===== src/rtl/key_pkg.sv =====
`default_nettype none
// ----------------------------------------------------------------------------
// key_pkg : shared constants and FSM state type for the key playback decoder
// Rev 1.0
// ----------------------------------------------------------------------------
package key_pkg;

  localparam int NUM_KEYS   = 48;
  localparam int KEY_CODE_W = 6;
  localparam logic [KEY_CODE_W-1:0] REST_CODE = 6'd48;

  typedef enum logic [1:0] {
    ST_IDLE  = 2'd0,
    ST_FETCH = 2'd1,
    ST_PLAY  = 2'd2,
    ST_DONE  = 2'd3
  } state_t;

endpackage
`default_nettype wire


===== src/rtl/key_playback_dec_if.sv =====
`default_nettype none
// ----------------------------------------------------------------------------
// key_playback_dec_if : note-entry valid/ready stream into the playback decoder
// Rev 1.0
// ----------------------------------------------------------------------------
interface key_playback_dec_if
  import key_pkg::*;
#(
  parameter int DUR_W = 8
);

  logic                  in_valid;
  logic                  in_ready;
  logic [KEY_CODE_W-1:0] in_code;
  logic [DUR_W-1:0]      in_dur;
  logic                  in_last;

  modport master (output in_valid, in_code, in_dur, in_last, input  in_ready);
  modport slave  (input  in_valid, in_code, in_dur, in_last, output in_ready);

endinterface
`default_nettype wire


===== src/rtl/key_dec.sv =====
`default_nettype none
// ----------------------------------------------------------------------------
// key_dec : key code to one-hot key lines; rest and out-of-range codes give zero
// Rev 1.0
// ----------------------------------------------------------------------------
module key_dec
  import key_pkg::*;
#(
  parameter int NUM_KEYS = key_pkg::NUM_KEYS
)(
  input  wire logic [KEY_CODE_W-1:0] code,
  output logic      [NUM_KEYS-1:0]   onehot,
  output logic                       invalid
);

  for (genvar i = 0; i < NUM_KEYS; i++) begin : g_key
    localparam logic [KEY_CODE_W-1:0] c_idx = KEY_CODE_W'(i);
    assign onehot[i] = (code == c_idx);
  end

  assign invalid = (code > REST_CODE);

endmodule
`default_nettype wire


===== src/rtl/key_playback_dec.sv =====
`default_nettype none
// ----------------------------------------------------------------------------
// key_playback_dec : plays a stream of (code, duration, last) notes onto key lines
// Rev 1.0
// ----------------------------------------------------------------------------
module key_playback_dec
  import key_pkg::*;
#(
  parameter int NUM_KEYS = key_pkg::NUM_KEYS,
  parameter int DUR_W    = 8
)(
  input  wire logic          clk,
  input  wire logic          rst_n,
  input  wire logic          start,
  input  wire logic          stop,
  input  wire logic          tick,
  key_playback_dec_if.slave  in_if,
  output logic [NUM_KEYS-1:0] key,
  output logic               playing,
  output logic               done,
  output logic               err_code
);

  state_t                r_state;
  logic [KEY_CODE_W-1:0] r_code;
  logic [DUR_W-1:0]      r_dur;
  logic [DUR_W-1:0]      r_cnt;
  logic                  r_last;
  logic                  r_err;
  logic [NUM_KEYS-1:0]   r_key;

  logic [KEY_CODE_W-1:0] w_dec_code;
  logic [NUM_KEYS-1:0]   w_dec_key;
  logic                  w_dec_invalid;
  logic                  w_accept;
  logic [DUR_W-1:0]      w_cnt_end;
  logic                  w_note_end;

  // Decode the offered code while fetching, the latched code while playing.
  assign w_dec_code = (r_state == ST_FETCH) ? in_if.in_code : r_code;

  key_dec #(
    .NUM_KEYS (NUM_KEYS)
  ) u_key_dec (
    .code    (w_dec_code),
    .onehot  (w_dec_key),
    .invalid (w_dec_invalid)
  );

  assign w_accept   = (r_state == ST_FETCH) && in_if.in_valid;
  assign w_cnt_end  = (r_dur == '0) ? '0 : r_dur - DUR_W'(1);
  assign w_note_end = (r_state == ST_PLAY) && tick && (r_cnt == w_cnt_end);

  always_ff @(posedge clk or negedge rst_n) begin
    if (!rst_n) begin
      r_state <= ST_IDLE;
      r_code  <= '0;
      r_dur   <= '0;
      r_cnt   <= '0;
      r_last  <= 1'b0;
      r_err   <= 1'b0;
      r_key   <= '0;
    end else if (stop) begin
      r_state <= ST_IDLE;
      r_key   <= '0;
    end else begin
      case (r_state)
        ST_IDLE: begin
          if (start) begin
            r_state <= ST_FETCH;
            r_err   <= 1'b0;
          end
        end
        ST_FETCH: begin
          if (w_accept) begin
            r_code  <= in_if.in_code;
            r_dur   <= in_if.in_dur;
            r_last  <= in_if.in_last;
            r_cnt   <= '0;
            r_key   <= w_dec_key;
            r_state <= ST_PLAY;
            if (w_dec_invalid) r_err <= 1'b1;
          end
        end
        ST_PLAY: begin
          if (w_note_end) begin
            r_key   <= '0;
            r_state <= r_last ? ST_DONE : ST_FETCH;
          end else begin
            r_key <= w_dec_key;
            if (tick) r_cnt <= r_cnt + DUR_W'(1);
          end
        end
        ST_DONE: begin
          r_state <= ST_IDLE;
        end
        default: begin
          r_state <= ST_IDLE;
          r_key   <= '0;
        end
      endcase
    end
  end

  assign key            = r_key;
  assign err_code       = r_err;
  assign playing        = (r_state == ST_FETCH) || (r_state == ST_PLAY);
  assign done           = (r_state == ST_DONE);
  assign in_if.in_ready = (r_state == ST_FETCH);

endmodule
`default_nettype wire


===== src/flat_wrapper.sv =====
// flat-port wrapper written by rule: the top's interface ports become plain ports
module key_playback_dec_flat import key_pkg::*;
#(
  parameter int NUM_KEYS = key_pkg::NUM_KEYS,
  parameter int DUR_W    = 8
)
  (clk, rst_n, start, stop, tick, key, playing, done, err_code, in_if_in_valid, in_if_in_code, in_if_in_dur, in_if_in_last, in_if_in_ready);
  key_playback_dec_if #(.DUR_W(DUR_W)) in_if_i ();
  input  wire logic clk;
  input  wire logic rst_n;
  input  wire logic start;
  input  wire logic stop;
  input  wire logic tick;
  output logic [NUM_KEYS-1:0] key;
  output logic playing;
  output logic done;
  output logic err_code;
  input wire logic [$bits(in_if_i.in_valid)-1:0] in_if_in_valid;
  input wire logic [$bits(in_if_i.in_code)-1:0] in_if_in_code;
  input wire logic [$bits(in_if_i.in_dur)-1:0] in_if_in_dur;
  input wire logic [$bits(in_if_i.in_last)-1:0] in_if_in_last;
  output wire logic [$bits(in_if_i.in_ready)-1:0] in_if_in_ready;
  assign in_if_i.in_valid = in_if_in_valid;
  assign in_if_i.in_code = in_if_in_code;
  assign in_if_i.in_dur = in_if_in_dur;
  assign in_if_i.in_last = in_if_in_last;
  assign in_if_in_ready = in_if_i.in_ready;
  key_playback_dec #(.NUM_KEYS(NUM_KEYS), .DUR_W(DUR_W)) u_core (.clk(clk), .rst_n(rst_n), .start(start), .stop(stop), .tick(tick), .in_if(in_if_i), .key(key), .playing(playing), .done(done), .err_code(err_code));
endmodule

===== config.mk =====
export PLATFORM = sky130hd
export DESIGN_NAME = key_playback_dec_flat
export DESIGN_NICKNAME = d
export VERILOG_FILES = /design/src/rtl/key_pkg.sv /design/src/rtl/key_playback_dec_if.sv /design/src/rtl/key_dec.sv /design/src/rtl/key_playback_dec.sv /design/src/flat_wrapper.sv
export SDC_FILE = /design/constraint.sdc
export NUM_CORES = 1
export LEC_CHECK = 0
export BUFFER_PORTS_ARGS = -buffer_cell sky130_fd_sc_hd__clkbuf_2
export CAP_MARGIN = 20
export CORE_UTILIZATION = 49
export DETAILED_ROUTE_END_ITERATION = 16
export GPL_TIMING_DRIVEN = 0
export MAX_ROUTING_LAYER = met4
export PLACE_DENSITY_LB_ADDON = 0.15
export RECOVER_POWER = 25
export SYNTH_ARGS = -nofsm -noshare
export SYNTH_HDL_FRONTEND = slang
export SYNTH_SLANG_ARGS = --single-unit

===== constraint.sdc =====
create_clock -name clk -period 2.8 [get_ports clk]
set_input_delay 0.42 -clock clk [delete_from_list [all_inputs] [get_ports clk]]
set_output_delay 0.42 -clock clk [all_outputs]
set_load 0.02 [all_outputs]

Word-level counts from Yosys, hierarchy flattened

Cells that the tools add are included.

Flip-flop bits (word level): 74
Input port bits: 21
Output and inout bits: 52
Logic and storage cells: 105

Add/sub/neg operators: 2
Order comparisons: 1
Equality and inequality tests: 59
Multiplexer cells: 20
Bitwise logic cells: 1
Reduce and logical (&&, ||, !) cells: 15

Operators by type and width:

| operator            | count |
|---|---|
| $mux 48             | 3 |
| $eq 6x5->1 const B  | 16 |
| $eq 6x6->1 const B  | 16 |
| $pmux 48 s2         | 1 |
| $eq 6x4->1 const B  | 8 |
| $mux 8              | 4 |
| $eq 6x3->1 const B  | 4 |
| $pmux 8 s2          | 1 |
| $eq 6x2->1 const B  | 2 |
| $mux 2              | 5 |
| $reduce_and 5->1    | 2 |
| $add 8x1->8 const B | 1 |
| $eq 8x8->1          | 1 |
| $logic_not 8->1     | 1 |
| $pmux 2 s4          | 1 |
| $sub 8x1->8 const B | 1 |
| $eq 6x1->1 const B  | 1 |
| $gt 6x6->1 const B  | 1 |
| $logic_not 6->1     | 1 |
| $mux 6              | 1 |
| $ne 2x2->1 const B  | 3 |
| $ne 3x2->1 const B  | 2 |
| $reduce_and 3->1    | 2 |
| $eq 2x2->1 const B  | 2 |
| other kinds (12)    | 18 |

Longest topological paths before layout

Depth in word-level cells: 7
Depth in mapped cells: 12
Gate-level depth less buffers: 9

Hierarchy

From an unflattened synthesis, not the netlist that was laid out.

Cells, all modules: 352
Area total of the unflattened synthesis: 3794.9 µm²

Modules (own cells, without submodules):

| module           | times used | cells an instance | area each (µm²) | sequential area each (µm²) |
|---|---|---|---|---|
| key_playback_dec | 1          | 279               | 3394.5          | 1851.8 |
| key_dec          | 1          | 73                | 400.4           | 0.0 |

Worst setup path after synthesis

No wires, ideal clock.

Path kind: reg2reg
From: register u_core.r_dur[0]
To: register u_core.r_cnt[0]
Setup time: 0.125 ns
Data arrival time: 2.834 ns
Required time: 2.675 ns
Slack: -0.159 ns
Stages on the path, launching flop included: 12
Path buffers: 2
Period minus slack after synthesis: 2.959 ns
Cell sequence: dfrtp_1 inv_1 ha_1 buf_2 or4b_4 or4_1 and3_1 nor4_2 nand4b_1 buf_2 nand2_1 mux2_2

Longest elaborated chain between the ends: 6
Elaborated cells between the ends (all ways): 7
Classes of those cells: add/sub (1); eq/ne (2); mux (1); reduce/logical (3)

RTL lines:

| item                                                  | line                   | source |
|---|---|---|
| start: declaration                                    | key_playback_dec.sv:26 | `logic [DUR_W-1:0] r_dur;` |
| start signal: assignment                              | key_playback_dec.sv:77 | `r_dur <= in_if.in_dur;` |
| $sub 8x1->8 / $logic_not 8->1 (equally long branches) | key_playback_dec.sv:51 | `assign w_cnt_end = (r_dur == '0) ? '0 : r_dur - DUR_W'(1);` |
| $mux 8 (*)                                            | key_playback_dec.sv:51 |  |
| $eq 8x8->1 (*)                                        | key_playback_dec.sv:52 | `assign w_note_end = (r_state == ST_PLAY) && tick && (r_cnt == w_cnt_end);` |
| $logic_and 1x1->1 (*)                                 | key_playback_dec.sv:52 |  |
| $ne 2x2->1 (no line) (*)                              | --                     |  |
| $reduce_and 5->1 (no line) (*)                        | --                     |  |
| end signal: assignment                                | key_playback_dec.sv:91 | `if (tick) r_cnt <= r_cnt + DUR_W'(1);` |
| end: declaration                                      | key_playback_dec.sv:27 | `logic [DUR_W-1:0] r_cnt;` |

Mark *: on every way between the ends. The rest lies on a longest branch, timed or not.
A chain may end at the register's enable or synchronous reset.

Worst setup path in the final report

From: register u_core.r_dur[1]
To: register u_core.r_key[25] (netlist: u_core.key[25])

Longest elaborated chain between the ends: 7
Elaborated cells between the ends (all ways): 8
Classes of those cells: add/sub (1); eq/ne (1); mux (4); reduce/logical (2)

RTL lines:

| item                                                  | line                   | source |
|---|---|---|
| $sub 8x1->8 / $logic_not 8->1 (equally long branches) | key_playback_dec.sv:51 |  |
| $mux 8 (*)                                            | key_playback_dec.sv:51 |  |
| $eq 8x8->1 (*)                                        | key_playback_dec.sv:52 |  |
| $logic_and 1x1->1 (*)                                 | key_playback_dec.sv:52 |  |
| $mux 48 (*)                                           | key_playback_dec.sv:86 | `if (w_note_end) begin` |
| $pmux 48 s2 (*)                                       | key_playback_dec.sv:67 | `case (r_state)` |
| $mux 48 (*)                                           | key_playback_dec.sv:63 | `end else if (stop) begin` |
| end signal: assignment                                | key_playback_dec.sv:80 | `r_key <= w_dec_key;` |
| end signal: assignment                                | key_playback_dec.sv:90 | `r_key <= w_dec_key;` |
| end: declaration                                      | key_playback_dec.sv:30 | `logic [NUM_KEYS-1:0] r_key;` |

Marks and branches as above.

==> impl_results.md <==
- Post-layout min period: between 3000 and 4000 ps
- Worst min path class: in -> reg
- Setup-failing EPs final: 57
- Worst path max stage delay: between 500 and 600 ps
- RSZ-0062 raised after global routing: true
- Max FO, Critical Path: 7
- Pin count of the biggest net entering global routing: 63
- Post-synth top cells: dfrtp_1 (74), a22o_1 (48), nor2_1 (32)
- CP max-delay cell: or4b_4
- Clock transition at path regs: 80 ps
- Setup CP Type: reg -> reg
- Hold Crit Endpoint: u_core.r_last
- Die Area: approximately 7700 µm²
- Placeable Area: 6944 µm²
- Final Hold Violating Endpoints: 0
- Mapped Area: approximately 3600 µm²
- Crit. End Element: flip-flop
- Max Root-Sink Buffers: 2
- First drt pass iteration count: 4
- Share of cells above drive strength 1: roughly 34%
- Worst path cell trace: inv_1 -> ha_2 -> or4b_4 -> or4_4 -> and3_4 -> nor4_4 -> nand4b_1 -> buf_4 -> and3b_2 -> clkbuf_16 -> a22o_1
- Initial core utilization: between 50% and 60%
- Largest cells by area after synthesis: dfrtp_1 (52%), a22o_1 (12%), mux2_2 (4.1%)
- Worst slew margin: 45.90%
- Status: complete, but fails checks
- DP Wirelength: between 6000 and 7000 µm
- Tot Pwr: between 0.003 and 0.004 W
- R2r setup slk: -250 ps
- Wire length per cell: between 15 and 20 µm
- R2R depth: 11
- Post-layout util: about two thirds
- Die W: about 87 µm
- Max Clk Rate: around 0.33 GHz
- Worst R2R End: u_core.key[25]
- Count leader, synth: dfrtp_1
- CP Data Arrival Time: 3280 ps
- Worst hold start: in_if_in_last
- Ys flop type: dfrtp_1
- Ant diodes: 0
- Yosys cell types: 49
- Row Count: 30
- CTS tree: built
- Failing checks: setup timing
- Top delay family on crit path: simple AND/OR/NAND/NOR gates
- Slew Viols, Final: 0
- Final period utilization: 108.8%
- Global-route wire length before repair: between 10,000 and 15,000 µm
- Number of primary I/O pins: 73
- Lkg Pwr: 2.271 nW
- Worst slew pin tran: 811.6 ps
- Max IR drop VDD: between 400 and 500 µV
- Final setup margin: -246.9 ps
- Port bufs: 71
- Setup TNS: -9470 ps
- Vias: about 3,100
- Worst-Skew Late Latency: approximately 350 ps
- Clock tree sinks: 74
- Num CTS Buffers: 9
- CP required: 3040 ps
- Synthesized net count: roughly 360
- Synth top area share: 51.71%
- DRT antenna net count: 0
- FFs w/ async S/R, synth: 100.0%
- Tot GR Track Use: 25.82%
- Syn_area_per_cell: 10.75 µm²
- Hold Path Depth: 2
- DIE HEIGHT: 87.49 µm
- Setup Skew: about 11 ps
- CTS Root Cell: clkbuf_8
- Buf/Inv on CP: 3
- Initial antenna violation count: 0
- Global route overflow: 0
- Gate Count Post-Synth: roughly 330
- Number of H-tree levels: 3
- Final #Nets: between 400 and 500
- Reg2reg start: u_core.r_dur[1]
- Max Cap Viol: 0
- Setup crit start kind: flip-flop
- GP Congestion: ~0.76
- Yosys top cell by area: dfrtp_1
- Number of global-route vias before repair: ~2,900
- Vias per cell: between 5 and 6
- Pwr Density: roughly 800 nW/µm²
- Sequential share of the synthesized area: 51.71%
- 1st-iter DRT viols: between 150 and 200
- Yosys reg bits: 74
- Post-synth EDFFs: 0
- Synth-to-Final Area Change: 28.97%
- DRC errors left: 0
- Synthesis Warnings: 0
- Post-Route WL: between 8000 and 9000 µm
kinds of logic (layout without fill, tap and decap cells):
kind of cell	count (synthesis)	after routing	synth area share [%]
adder cells (fa/ha/maj)	7	7	2.446
buffers and inverters	38	141	4.402
AND/OR/NAND/NOR	96	96	13.80
flip-flops	74	74	51.71
multiplexers	16	16	4.927
AO/OA/AOI/OAI	98	98	21.73
XOR/XNOR	4	4	0.9785
report_power, final:
part	switching, W	leakage, nW	internal [W]
Sequential	0.000141	1.00	0.00121
Combinational	0.000947	1.17	0.000627
Clock	0.000429	0.103	0.000445
Total	0.00152	2.27	0.00229
state kept, by name (all words and copies together), names as in the netlist:
| register | count |
|---|---|
| u_core.r_code | 6 |
| u_core.key | 48 |
| u_core.r_dur | 8 |
| u_core.r_cnt | 8 |
| u_core.err_code | 1 |
| u_core.r_state | 2 |
| u_core.r_last | 1 |
cell usage in the layout, fill, tap and decap left out, types with 3 or more instances in the layout:
cell	instances
buf_4	8
buf_6	7
a32oi_1	4
o211ai_1	3
o21ai_0	10
nand3_1	5
nor3_1	8
clkbuf_1	8
a31oi_1	4
nand2_1	15
ha_1	6
mux2_2	12
inv_1	15
buf_8	4
nor2b_1	5
a221o_1	3
and3_1	3
clkbuf_8	10
mux2i_1	3
or2_2	4
nor2_1	32
dfrtp_1	73
a21oi_1	7
nor4_1	6
a22o_1	48
clkbuf_2	75
layout make-up:
class,count,area [µm²]
Clock inverter,6,72.57
Timing Repair Buffer,90,580.6
Inverter,16,60.06
Fill cell,575,2326
Buffer,19,138.9
Sequential cell,74,1853
Tap cell,96,120.1
Multi-Input combinational cell,221,1655
Clock buffer,10,137.6
stage by stage:
step	setup slack, ps	std cells	instance area [µm²]	hold WS [ps]
floorplan	-102.2	333	3645	124.4
global placement	-391.6	500	4120	483.0
detailed placement	-422.8	501	4150	327.3
CTS	-258.3	529	4578	287.0
global route	-343.3	532	4618	294.7
finish	-246.9	532	4618	298.8
metal layers:
metal	GRT usage [%]	wire [µm]
met2	37.86	4149
met5	-	0
met4	9.091	69
met1	36.10	4397
met3	4.455	356
worst max-delay path by stage:
stage,end,depth (start not counted),slack [ps],from
finish,u_core.key[25],11,-250,u_core.r_dur[1]
global route,u_core.key[25],11,-340,u_core.r_dur[1]
CTS,u_core.key[40],12,-260,u_core.r_dur[1]
detailed placement,u_core.r_state[1],11,-420,u_core.r_dur[0]
global placement,u_core.r_state[1],11,-390,u_core.r_dur[0]
floorplan,u_core.r_state[1],11,-100,u_core.r_dur[0]
timing repair:
action | in CTS | in global routing
gates resized for setup | 25 | 10
gates cloned | 1 | 1
pin swaps | 15 | 12
hold buffers | 1 | 0
endpoints found under the setup margin | 58 | 66
setup buffers | 12 | 3
endpoints found under the hold margin | 12 | 0
(Power assumes the default switching activity.)
